--- src/rtl/wbmstr_burst.sv ---
// FIFO-driven Wishbone master: pops command words, runs single or burst accesses,
// pushes reply words, and keeps saturating error/timeout counters.
module wbmstr_burst #(
    parameter int GpifWidth        = 32,
    parameter int WbDataWidth      = 16,
    parameter int WbAddWidth       = 12,
    parameter int G_TIMEOUT_CYCLES = 255,
    parameter int G_ADDR_INCR      = 0,
    parameter int G_WR_REPLY       = 0
) (
    input  logic                   clk_i,
    input  logic                   rst_i,
    output logic                   wbm_cyc_o,
    output logic                   wbm_stb_o,
    output logic                   wbm_we_o,
    output logic [WbAddWidth-1:0]  wbm_adr_o,
    output logic [WbDataWidth-1:0] wbm_dt_o,
    input  logic [WbDataWidth-1:0] wbm_dt_i,
    input  logic                   wbm_ack_i,
    input  logic                   wbm_err_i,
    input  logic [GpifWidth-1:0]   dp0_dt_i,
    input  logic                   dp0_epty_i,
    output logic                   dp0_rd_o,
    output logic [GpifWidth-1:0]   dp1_dt_o,
    input  logic                   dp1_full_i,
    output logic                   dp1_wr_o,
    output logic                   busy_o,
    output logic [WbDataWidth-1:0] rderrcntr_o,
    output logic [WbDataWidth-1:0] wrerrcntr_o,
    output logic [WbDataWidth-1:0] tocntr_o,
    input  logic                   rst_rderrcntr_i,
    input  logic                   rst_wrerrcntr_i,
    input  logic                   rst_tocntr_i
);
    localparam int AdrLo    = WbDataWidth;
    localparam int AdrHi    = WbAddWidth + WbDataWidth - 1;
    localparam int TW       = (G_TIMEOUT_CYCLES > 1) ? $clog2(G_TIMEOUT_CYCLES) : 1;
    localparam int ToLastI  = (G_TIMEOUT_CYCLES > 0) ? G_TIMEOUT_CYCLES - 1 : 0;
    localparam logic [TW-1:0] TO_LAST = TW'(ToLastI);
    localparam logic [WbAddWidth-1:0] ADR_STEP = WbAddWidth'((G_ADDR_INCR != 0) ? 1 : 0);

    // NEXT is the one-cycle turnaround after a pushed reply before the next beat or IDLE.
    typedef enum logic [1:0] {IDLE, CYCLE, REPLY, NEXT} state_t;

    state_t                 state;
    logic [TW-1:0]          to_cnt;
    logic [WbDataWidth-1:0] beats;
    logic                   beat_ok;

    logic                   c_we, c_burst;
    logic [WbAddWidth-1:0]  c_adr;
    logic [WbDataWidth-1:0] c_dat;
    logic                   resp_err, resp_ack, resp_to, reply_due;
    logic [GpifWidth-1:0]   reply_word;
    logic                   unused_cmd_bits;

    assign c_we    = dp0_dt_i[GpifWidth-1];
    assign c_burst = dp0_dt_i[GpifWidth-2] & ~c_we;
    assign c_adr   = dp0_dt_i[AdrHi:AdrLo];
    assign c_dat   = dp0_dt_i[WbDataWidth-1:0];
    // Command bits between the address field and the flag bits carry no meaning.
    assign unused_cmd_bits = ^dp0_dt_i;

    assign busy_o   = (state != IDLE);
    assign dp1_wr_o = (state == REPLY) && !dp1_full_i;

    always_comb begin
        resp_err  = (state == CYCLE) && wbm_stb_o && wbm_err_i;
        resp_ack  = (state == CYCLE) && wbm_stb_o && wbm_ack_i && !wbm_err_i;
        resp_to   = (G_TIMEOUT_CYCLES != 0) && (state == CYCLE) && wbm_stb_o &&
                    !wbm_ack_i && !wbm_err_i && (to_cnt == TO_LAST);
        reply_due = !wbm_we_o || (G_WR_REPLY != 0) || !resp_ack;
        reply_word = '0;
        reply_word[GpifWidth-1] = resp_err;
        reply_word[GpifWidth-2] = resp_to;
        reply_word[AdrHi:AdrLo] = wbm_adr_o;
        if (resp_ack && !wbm_we_o)
            reply_word[WbDataWidth-1:0] = wbm_dt_i;
    end

    always_ff @(posedge clk_i) begin
        if (rst_i) begin
            state     <= IDLE;
            wbm_cyc_o <= 1'b0;
            wbm_stb_o <= 1'b0;
            wbm_we_o  <= 1'b0;
            wbm_adr_o <= '0;
            wbm_dt_o  <= '0;
            dp0_rd_o  <= 1'b0;
            dp1_dt_o  <= '0;
            to_cnt    <= '0;
            beats     <= '0;
            beat_ok   <= 1'b0;
        end else begin
            dp0_rd_o <= 1'b0;
            case (state)
                IDLE: begin
                    // The word stays visible until the pop edge, so skip the cycle of the pop.
                    if (!dp0_epty_i && !dp0_rd_o) begin
                        dp0_rd_o <= 1'b1;
                        if (!(c_burst && c_dat == '0)) begin
                            state     <= CYCLE;
                            wbm_cyc_o <= 1'b1;
                            wbm_stb_o <= 1'b1;
                            wbm_we_o  <= c_we;
                            wbm_adr_o <= c_adr;
                            wbm_dt_o  <= c_we ? c_dat : '0;
                            beats     <= c_burst ? c_dat : WbDataWidth'(1);
                            to_cnt    <= '0;
                        end
                    end
                end
                CYCLE: begin
                    if (resp_err || resp_ack || resp_to) begin
                        wbm_cyc_o <= 1'b0;
                        wbm_stb_o <= 1'b0;
                        wbm_we_o  <= 1'b0;
                        wbm_dt_o  <= '0;
                        beat_ok   <= resp_ack;
                        dp1_dt_o  <= reply_word;
                        state     <= reply_due ? REPLY : IDLE;
                    end else begin
                        to_cnt <= to_cnt + TW'(1);
                    end
                end
                REPLY: begin
                    if (!dp1_full_i)
                        state <= NEXT;
                end
                NEXT: begin
                    if (beat_ok && beats != WbDataWidth'(1)) begin
                        beats     <= beats - WbDataWidth'(1);
                        wbm_adr_o <= wbm_adr_o + ADR_STEP;
                        wbm_cyc_o <= 1'b1;
                        wbm_stb_o <= 1'b1;
                        to_cnt    <= '0;
                        state     <= CYCLE;
                    end else begin
                        state <= IDLE;
                    end
                end
                default: state <= IDLE;
            endcase
        end
    end

    // Clear beats a coincident increment.
    always_ff @(posedge clk_i) begin
        if (rst_i) begin
            rderrcntr_o <= '0;
            wrerrcntr_o <= '0;
            tocntr_o    <= '0;
        end else begin
            if (rst_rderrcntr_i)
                rderrcntr_o <= '0;
            else if (resp_err && !wbm_we_o && !(&rderrcntr_o))
                rderrcntr_o <= rderrcntr_o + WbDataWidth'(1);

            if (rst_wrerrcntr_i)
                wrerrcntr_o <= '0;
            else if (resp_err && wbm_we_o && !(&wrerrcntr_o))
                wrerrcntr_o <= wrerrcntr_o + WbDataWidth'(1);

            if (rst_tocntr_i)
                tocntr_o <= '0;
            else if (resp_to && !(&tocntr_o))
                tocntr_o <= tocntr_o + WbDataWidth'(1);
        end
    end
endmodule

--- config.mk ---
export PLATFORM = sky130hd
export DESIGN_NAME = wbmstr_burst
export DESIGN_NICKNAME = d
export VERILOG_FILES = /design/src/rtl/wbmstr_burst.sv
export SDC_FILE = /design/constraint.sdc
export NUM_CORES = 1
export LEC_CHECK = 0
export ABC_CLOCK_PERIOD_IN_PS = 1740
export CAP_MARGIN = 10
export CORE_ASPECT_RATIO = 0.9
export CORE_MARGIN = 2
export CORE_UTILIZATION = 40
export DETAILED_ROUTE_END_ITERATION = 6
export DONT_BUFFER_PORTS = 1
export PLACE_DENSITY = 0.6
export SYNTH_ARGS = -nofsm -noshare
export SYNTH_HDL_FRONTEND = slang
export SYNTH_SLANG_ARGS = --single-unit
--- constraint.sdc ---
create_clock -name clk_i -period 1.74 [get_ports clk_i]
set_input_delay 0.348 -clock clk_i [delete_from_list [all_inputs] [get_ports clk_i]]
set_output_delay 0.348 -clock clk_i [all_outputs]
set_load 0.005 [all_outputs]
Word level (Yosys, flattened, before mapping)
Index checks and enable logic that the tools add are counted.
Operators by class
  add/sub/neg operators: 5
  equality and inequality tests: 11
  muxes and demuxes: 32
  bitwise logic cells: 4
  reductions and logical operators: 50
Operator list (number)
  $mux W16: 9
  $pmux W16 S2: 2
  $add A16 B1 Y16 const B: 3
  $reduce_and A16 Y1: 3
  $mux W8: 4
  $pmux W8 S3: 1
  $logic_and A1 B1 Y1: 17
  $logic_not A16 Y1: 1
  $ne A16 B1 Y1 const B: 1
  $sub A16 B1 Y16 const B: 1
  $reduce_and A4 Y1: 3
  $logic_not A1 Y1: 10
  $mux W2: 5
  $ne A2 B2 Y1 const B: 5
  $reduce_and A5 Y1: 2
  $add A8 B1 Y8 const B: 1
  $eq A8 B8 Y1 const B: 1
  $mux W1: 8
  $pmux W2 S4: 1
  $reduce_or A2 Y1: 4
  $reduce_bool A2 Y1: 3
  $eq A2 B2 Y1 const B: 2
  $logic_or A1 B1 Y1: 3
  $not A1 Y1: 3
  other kinds (9): 9
Storage, ports and cells
  register bits after elaboration: 136
  bits of input ports: 57
  output and inout port bits: 114

Longest topological paths before layout
Gate-level depths: netlist of run 1.
  word-level depth: 9
  mapped depth: 9

Worst setup path before layout of run 1
No wires, ideal clock.
  kind: register to register
  from: register beats[1]
  to: register beats[6]
  library setup time: 0.132 ns
  data arrival time: 1.775 ns
  setup slack: -0.167 ns
  stages on the path, launching flop included: 9
  buffers on the path: 1
  cell sequence: dfxtp_1 -> inv_1 -> ha_1 -> or3b_2 -> clkbuf_1 -> o31ai_1 -> o21ai_0 -> a222oi_1 -> nor3_1
Between the ends
  cells in the longest elaborated chain, start to end: 4
  elaborated cells between the ends (all ways): 7
  those cells by class: add/sub: 1; eq/ne: 2; mux: 2; reduce/logical: 2
Ends and longest elaborated chain
  start, declared: RTL line 47  | logic [WbDataWidth-1:0] beats;
  start signal, assigned: RTL line 108  | beats <= c_burst ? c_dat : WbDataWidth'(1);
  start signal, assigned: RTL line 132  | beats <= beats - WbDataWidth'(1);
  branches (longest 4 deep; another with $sub A16 B1 Y16)
Parallel ways; which one is timed is not known. The select of a mux whose other input is x is not followed.
A chain may end at the register's enable or synchronous reset.

Worst setup path in the final report of run 1
  from: register beats[0]
  to: register beats[13]
The elaborated chain is that of the path after synthesis.

==> impl_metrics.ini, run 1 <==
[floorplan]
io_pins = 171
dieWidth_um = 138
num_rows = 44
start_util_pct = 40.4
die_y_um = 124
core_sq_um = 16000
die_area_sq_um = 17200

[yosys]
synth_area_leader_cell = dfxtp_1
yosysSeqAreaShare_pct = 42.2
yosys-top-cells-count = dfxtp_1, nand2_1, nor2_1
avgSynthCellArea_sq_um = 8.36
synth_top_area_share_pct = 42.2
yosys_warnings = 0
synthFlopType = dfxtp_1
yosysMostFrequentCell = dfxtp_1
syn_area_sq_um = 6450
synthDistinctLibCells = 78
ys_ff_latch = 136
synthArstFlopShare_pct = 0
synth_edf_count = 0
syn_inst = 771
synth_top_cells_by_area = dfxtp_1, a21oi_1, nand2_1

[route]
viasPerCell = 5.80
drt-pass1-iter-count = 6
drc = 0
drt_iter0_markers = 388
drt_wl_total_um = 20400
wl_per_cell_um = 18.9
via_count = 6283
drtAntennaViolNets = 0

[critical_path]
cp-end-kind = flop
cp_slowest_cell = nor4_2
slowest_delay_ns = 0.43
crit_chain = buf_4, nor4_2, nand4_1, xnor2_1, a222oi_1, nor3_1
cp.required_ns = 2.05
start_kind = flop
crit_type = reg2reg
crit_path_max_fanout = 4
cp.arrival_ns = 2.19

[timing]
fin_ws_ns = -0.139
fmax_mhz = 532
rsz0062_at_grt = yes
max_slew_margin_pct = 58.1
final-hold-violation-count = 0
period_share_pct = 108
layout_min_cycle_time_ns = 1.88
hold-worst-slack_ns = 0.0454
setup_viol = 65
worst_pin_slew_ns = 0.628
slew_viol_final = 0
skew_ns = 0.0109

[clock_network]
clkSlewWorstSetupHoldPaths_ns = 0.07
clock-sinks = 136
cts-root-buf = clkbuf_16
clk_latency_ns = 0.43
cts_inserted_buffers = 17
clk_path_buf_depth = 2
cts_tree = built
htreeDepth = 4

[pwr]
power_density_nw_per_um2 = 935
power.leakage_nw = 3.12
irDropWorstVdd_mv = 0.705

[global_routing]
grt_pass1_vias = 6153
grt.total_usage_pct = 22.7
antenna_found_initial = 0
grt_max_degree = 90
overflow = 0
grt_pass1_wl_um = 31100

[layout]
final_nets = 927
diodes = 0
finish.utilization_pct = 55.1
fin_area_sq_um = 8800
drive_gt1_share_pct = 35.2
syn2layout_area_growth_pct = 36.5

[flow_run]
drv_cap = 0

[place]
placed_area_sq_um = 7310
place_congestion = 0.905
dpl.hpwl_um = 13500
portBuffers = 0
pre_cts_ws_ns = -0.223

[outcome]
violations = setup timing
status = finished with violations

[worst_hold_path]
hold_path_class = in2reg
sequential cells by signal, indices dropped and copies added, names as in the netlist, named ones only:
| name | count |
|---|---|
| beat_ok | 1 |
| beats | 16 |
| dp0_rd_o | 1 |
| dp1_dt_o | 30 |
| rderrcntr_o | 16 |
| state | 1 |
| to_cnt | 8 |
| tocntr_o | 16 |
| wbm_adr_o | 12 |
| wbm_dt_o | 16 |
| wbm_stb_o | 1 |
| wbm_we_o | 1 |
| wrerrcntr_o | 16 |
cell type report:
class                      instances  area [sq um]
timing repair buffer             138          1180
inverter                          13          51.3
clock buffer                      17           425
clock inverter                    15           178
fill                            1450          7160
sequential                       136          2750
tap                              207           259
multi-input combinational        557          3960
cells by family after synthesis:
family	share of synthesized area (%)
mux	0.776
xor+xnor	5.70
buf+inv	5.92
fa+ha+maj	1.36
other cells	0.0582
flops	42.2
compound gates	17.6
simple gates	26.4
layout by cell type (no fill, tap or decap), drive strengths merged, types with 4 or more instances in the layout:
cell type | Yosys | final
xor2 | 20 | 20
nor3 | 22 | 22
inv | 13 | 23
nand4 | 30 | 30
or2 | 6 | 6
buf | 31 | 135
a211oi | 18 | 18
nand2 | 85 | 85
o2111ai | 5 | 5
or3 | 6 | 6
and2 | 4 | 4
nor4 | 15 | 15
a2111oi | 4 | 4
a22oi | 21 | 21
and4 | 8 | 8
mux2i | 5 | 5
o211ai | 5 | 5
and3 | 13 | 13
o31ai | 5 | 5
nor2 | 84 | 84
ha | 7 | 7
a31oi | 4 | 4
a222oi | 4 | 4
o32ai | 4 | 4
nand3 | 42 | 42
xnor2 | 22 | 22
nor3b | 4 | 4
a21oi | 67 | 67
dfxtp | 136 | 136
clkbuf | 35 | 17
o21ai | 9 | 9
routing by layer:
layer / vias up / wire, um / GRT usage, %
met1: 2993 / 8630 / 28.4
met2: 272 / 9550 / 36.2
met4: 0 / 349 / 7.14
met3: 37 / 1890 / 8.59
li1: 2981 / - / -
met5: - / 0 / 0
repair_timing:
item | 4_1_cts | 5_1_grt
pin swaps | 28 | 35
buffers inserted | 8 | 10
hold buffers | 2 | 3
gates resized for setup | 62 | 96
setup endpoints to repair | 75 | 117
gates cloned | 2 | 0
endpoints found under the hold margin | 75 | 40
path summary, 6_finish.rpt:
kind	start	end	slack (ns)	cells past startpoint
worst min-delay path	rst_i	beats[4]	0.05	1
worst min register to register	dp1_dt_o[25]	dp1_dt_o[25]	0.48	2
worst max-delay path	beats[0]	beats[13]	-0.14	6
worst max register to register	beats[0]	beats[13]	-0.14	6
metrics by stage:
step           instances  power, mW  TNS (ns)
2_1_floorplan        772       3.98    -0.209
3_3_place_gp        1026       4.22     -3.58
3_5_place_dp        1026       4.24     -6.21
4_1_cts             1070       8.09     -1.36
5_1_grt             1083       8.54     -9.69
6_report            1083       8.23     -2.31
critical path: cells and delay by family, from the launching register on:
family | cells | cell delay [ns]
and+or+nand+nor | 3 | 0.73
AOI/OAI and AO/OA | 1 | 0.35
xor gates and xnor gates | 1 | 0.17
buffers and inverters | 1 | 0.16
DFF | 1 | 0.35
power by group:
group          internal, mW  leakage, nW  switching, mW  total, mW
logic                 0.545         1.72          0.624       1.17
registers              3.21         1.11          0.122       3.33
clock network          2.17        0.294           1.56       3.73
Power figures use the tool's default switching activity.
==> inputs of run 2 (changes only) <==
--- a/config.mk
+++ b/config.mk
@@ -9,10 +9,11 @@
 export CAP_MARGIN = 10
 export CORE_ASPECT_RATIO = 0.9
 export CORE_MARGIN = 2
-export CORE_UTILIZATION = 40
+export CORE_UTILIZATION = 44
+export CTS_CLUSTER_SIZE = 40
 export DETAILED_ROUTE_END_ITERATION = 6
 export DONT_BUFFER_PORTS = 1
-export PLACE_DENSITY = 0.6
+export PLACE_DENSITY = 0.65
 export SYNTH_ARGS = -nofsm -noshare
 export SYNTH_HDL_FRONTEND = slang
 export SYNTH_SLANG_ARGS = --single-unit
==> run 2 against run 1 <==
The run still ends with setup timing left; cell area rose by 2.3%; sequential power barely moved; non-clock buffer count rose by 9; maximum frequency rose by 1.7%; clock power fell by 6.4%; critical path depth rose by 1; flip-flop and latch count did not move; routed wire length rose by 2.5%; highest routed layer unchanged.
==> impl_metrics.ini, run 2 (synthesis gave the netlist of run 1 again) <==
[outcome]
status = finished with violations
violations = setup timing

[layout]
final_nets = 937
finalNonFillerCells = 1079
fin_area_sq_um = 9000
largest_register_ffs = 30
diodes = 0
layout_common_cells = buf_4, dfxtp_1, nor2_1, nand2_1, a21oi_1
final_common_cell = buf_4
syn2layout_area_growth_pct = 39.6
regMostFlops = dp1_dt_o
drive_gt1_share_pct = 37.6

[timing]
fin_ws_ns = -0.107
final-hold-violation-count = 0
worst_pin_slew_ns = 0.533
layout_min_cycle_time_ns = 1.85
skew_ns = 0.0197
fmax_mhz = 541
rsz0062_at_grt = yes
hold-worst-slack_ns = 0.0474
setup_viol = 66
max_slew_margin_pct = 64.4
slew_viol_final = 0
period_share_pct = 106

[critical_path]
crit_chain = nor4_2, buf_4, nand4_1, buf_4, and3_4, o31ai_2, a21oi_1
crit_type = reg2reg
start_kind = flop
cp-end-kind = flop
cp_slowest_cell = dfxtp_2
slowest_delay_ns = 0.34
crit_top_cell = buf_4
cp.required_ns = 2.04
crit_path_max_fanout = 4
crit_buf_inv = 2
crit_family = simple AND/OR/NAND/NOR gates
cp.arrival_ns = 2.15

[floorplan]
io_pins = 171
num_rows = 41
die_area_sq_um = 15600
die_y_um = 119
start_util_pct = 45.5
dieWidth_um = 132
core_sq_um = 14200

[route]
drt_wl_total_um = 20900
via_count = 6441
drt_iter0_markers = 359
wl_per_cell_um = 19.4
drt-pass1-iter-count = 5
drtAntennaViolNets = 0
drc = 0
viasPerCell = 5.97

[clock_network]
htreeDepth = 4
clk_path_buf_depth = 2
cts-root-buf = clkbuf_16
clock-sinks = 136
cts_inserted_buffers = 17
clk_latency_ns = 0.43
cts_tree = built
clkSlewWorstSetupHoldPaths_ns = 0.07

[pwr]
power_density_nw_per_um2 = 893
power.leakage_nw = 3.18
irDropWorstVdd_mv = 0.723

[worst_hold_path]
hold_path_class = in2reg

[flow_run]
drv_cap = 0

[place]
pre_cts_ws_ns = -0.167
dpl.hpwl_um = 13400
placed_area_sq_um = 7360
portBuffers = 0
place_congestion = 0.909
place_inst = 1018

[global_routing]
antenna_found_initial = 0
grt_pass1_vias = 6167
grt_pass1_wl_um = 31000
overflow = 0
grt_max_degree = 90
grt.total_usage_pct = 24.1
[run 2: changes by cell type in the layout (fill, tap and decap cells not counted), moves of 6 or more]
cell     before  now
nand3_1      36   22
a21oi_2      30   21
nand3_4       4   12
a21oi_1      36   43
buf_6        12   18
nand3_2       2    8
[run 2: final timing paths]
path / startpoint / to / slack, ns / cells after the start
worst max register to register: beats[7] / beats[11] / -0.11 / 7
worst min register to register: dp1_dt_o[22] / dp1_dt_o[22] / 0.48 / 2
worst min-delay path: rst_i / flop / 0.05 / 1
worst max-delay path: beats[7] / beats[11] / -0.11 / 7
[run 2: metrics by stage]
stage	power [mW]	utilization, %	setup TNS [ns]
global route	8.32	63.6	-9.17
detailed placement	4.29	52.0	-2.91
finish	8.04	63.6	-2.84
CTS	7.85	57.7	-0.847
global placement	4.26	52.0	-1.12
floorplan	3.98	-	-0.209
[run 2: layer usage]
metal / GRT usage [%] / wire length, um / up-vias
met3: 9.58 / 2110 / 25
met4: 9.04 / 315 / 0
met5: 0 / 0 / -
li1: - / - / 2994
met1: 29.5 / 8270 / 3132
met2: 38.4 / 10200 / 290
[run 2: power breakdown]
group / total [mW] / switching, mW / internal [mW] / leakage [nW]
sequential: 3.33 / 0.113 / 3.21 / 1.11
clock: 3.49 / 1.49 / 2.00 / 0.270
combinational: 1.23 / 0.629 / 0.601 / 1.80
total: 8.04 / 2.23 / 5.81 / 3.18
[run 2: cell type report]
cell class / instances / area, sq um
Clock buffer: 18 / 429
Fill cell: 1167 / 5160
Sequential cell: 136 / 2760
Timing Repair Buffer: 147 / 1310
Clock inverter: 14 / 136
Inverter: 13 / 53.8
Multi-Input combinational cell: 558 / 4080
Tap cell: 193 / 241
[run 2: worst register-to-register path: cells and delay by family (launching register included)]
kind	cells	cell delay [ns]
simple gates	3	0.71
buf+inv	2	0.40
flops	1	0.34
compound gates	2	0.28
[run 2: timing repair]
| item | 4_1_cts | 5_1_grt |
|---|---|---|
| gates resized for setup | 46 | 137 |
| hold endpoints to repair | 1 | 0 |
| buffers inserted | 7 | 13 |
| gates cloned | 2 | 6 |
| setup endpoints to repair | 50 | 114 |
| hold buffers | 1 | 0 |
| pin swaps | 25 | 57 |
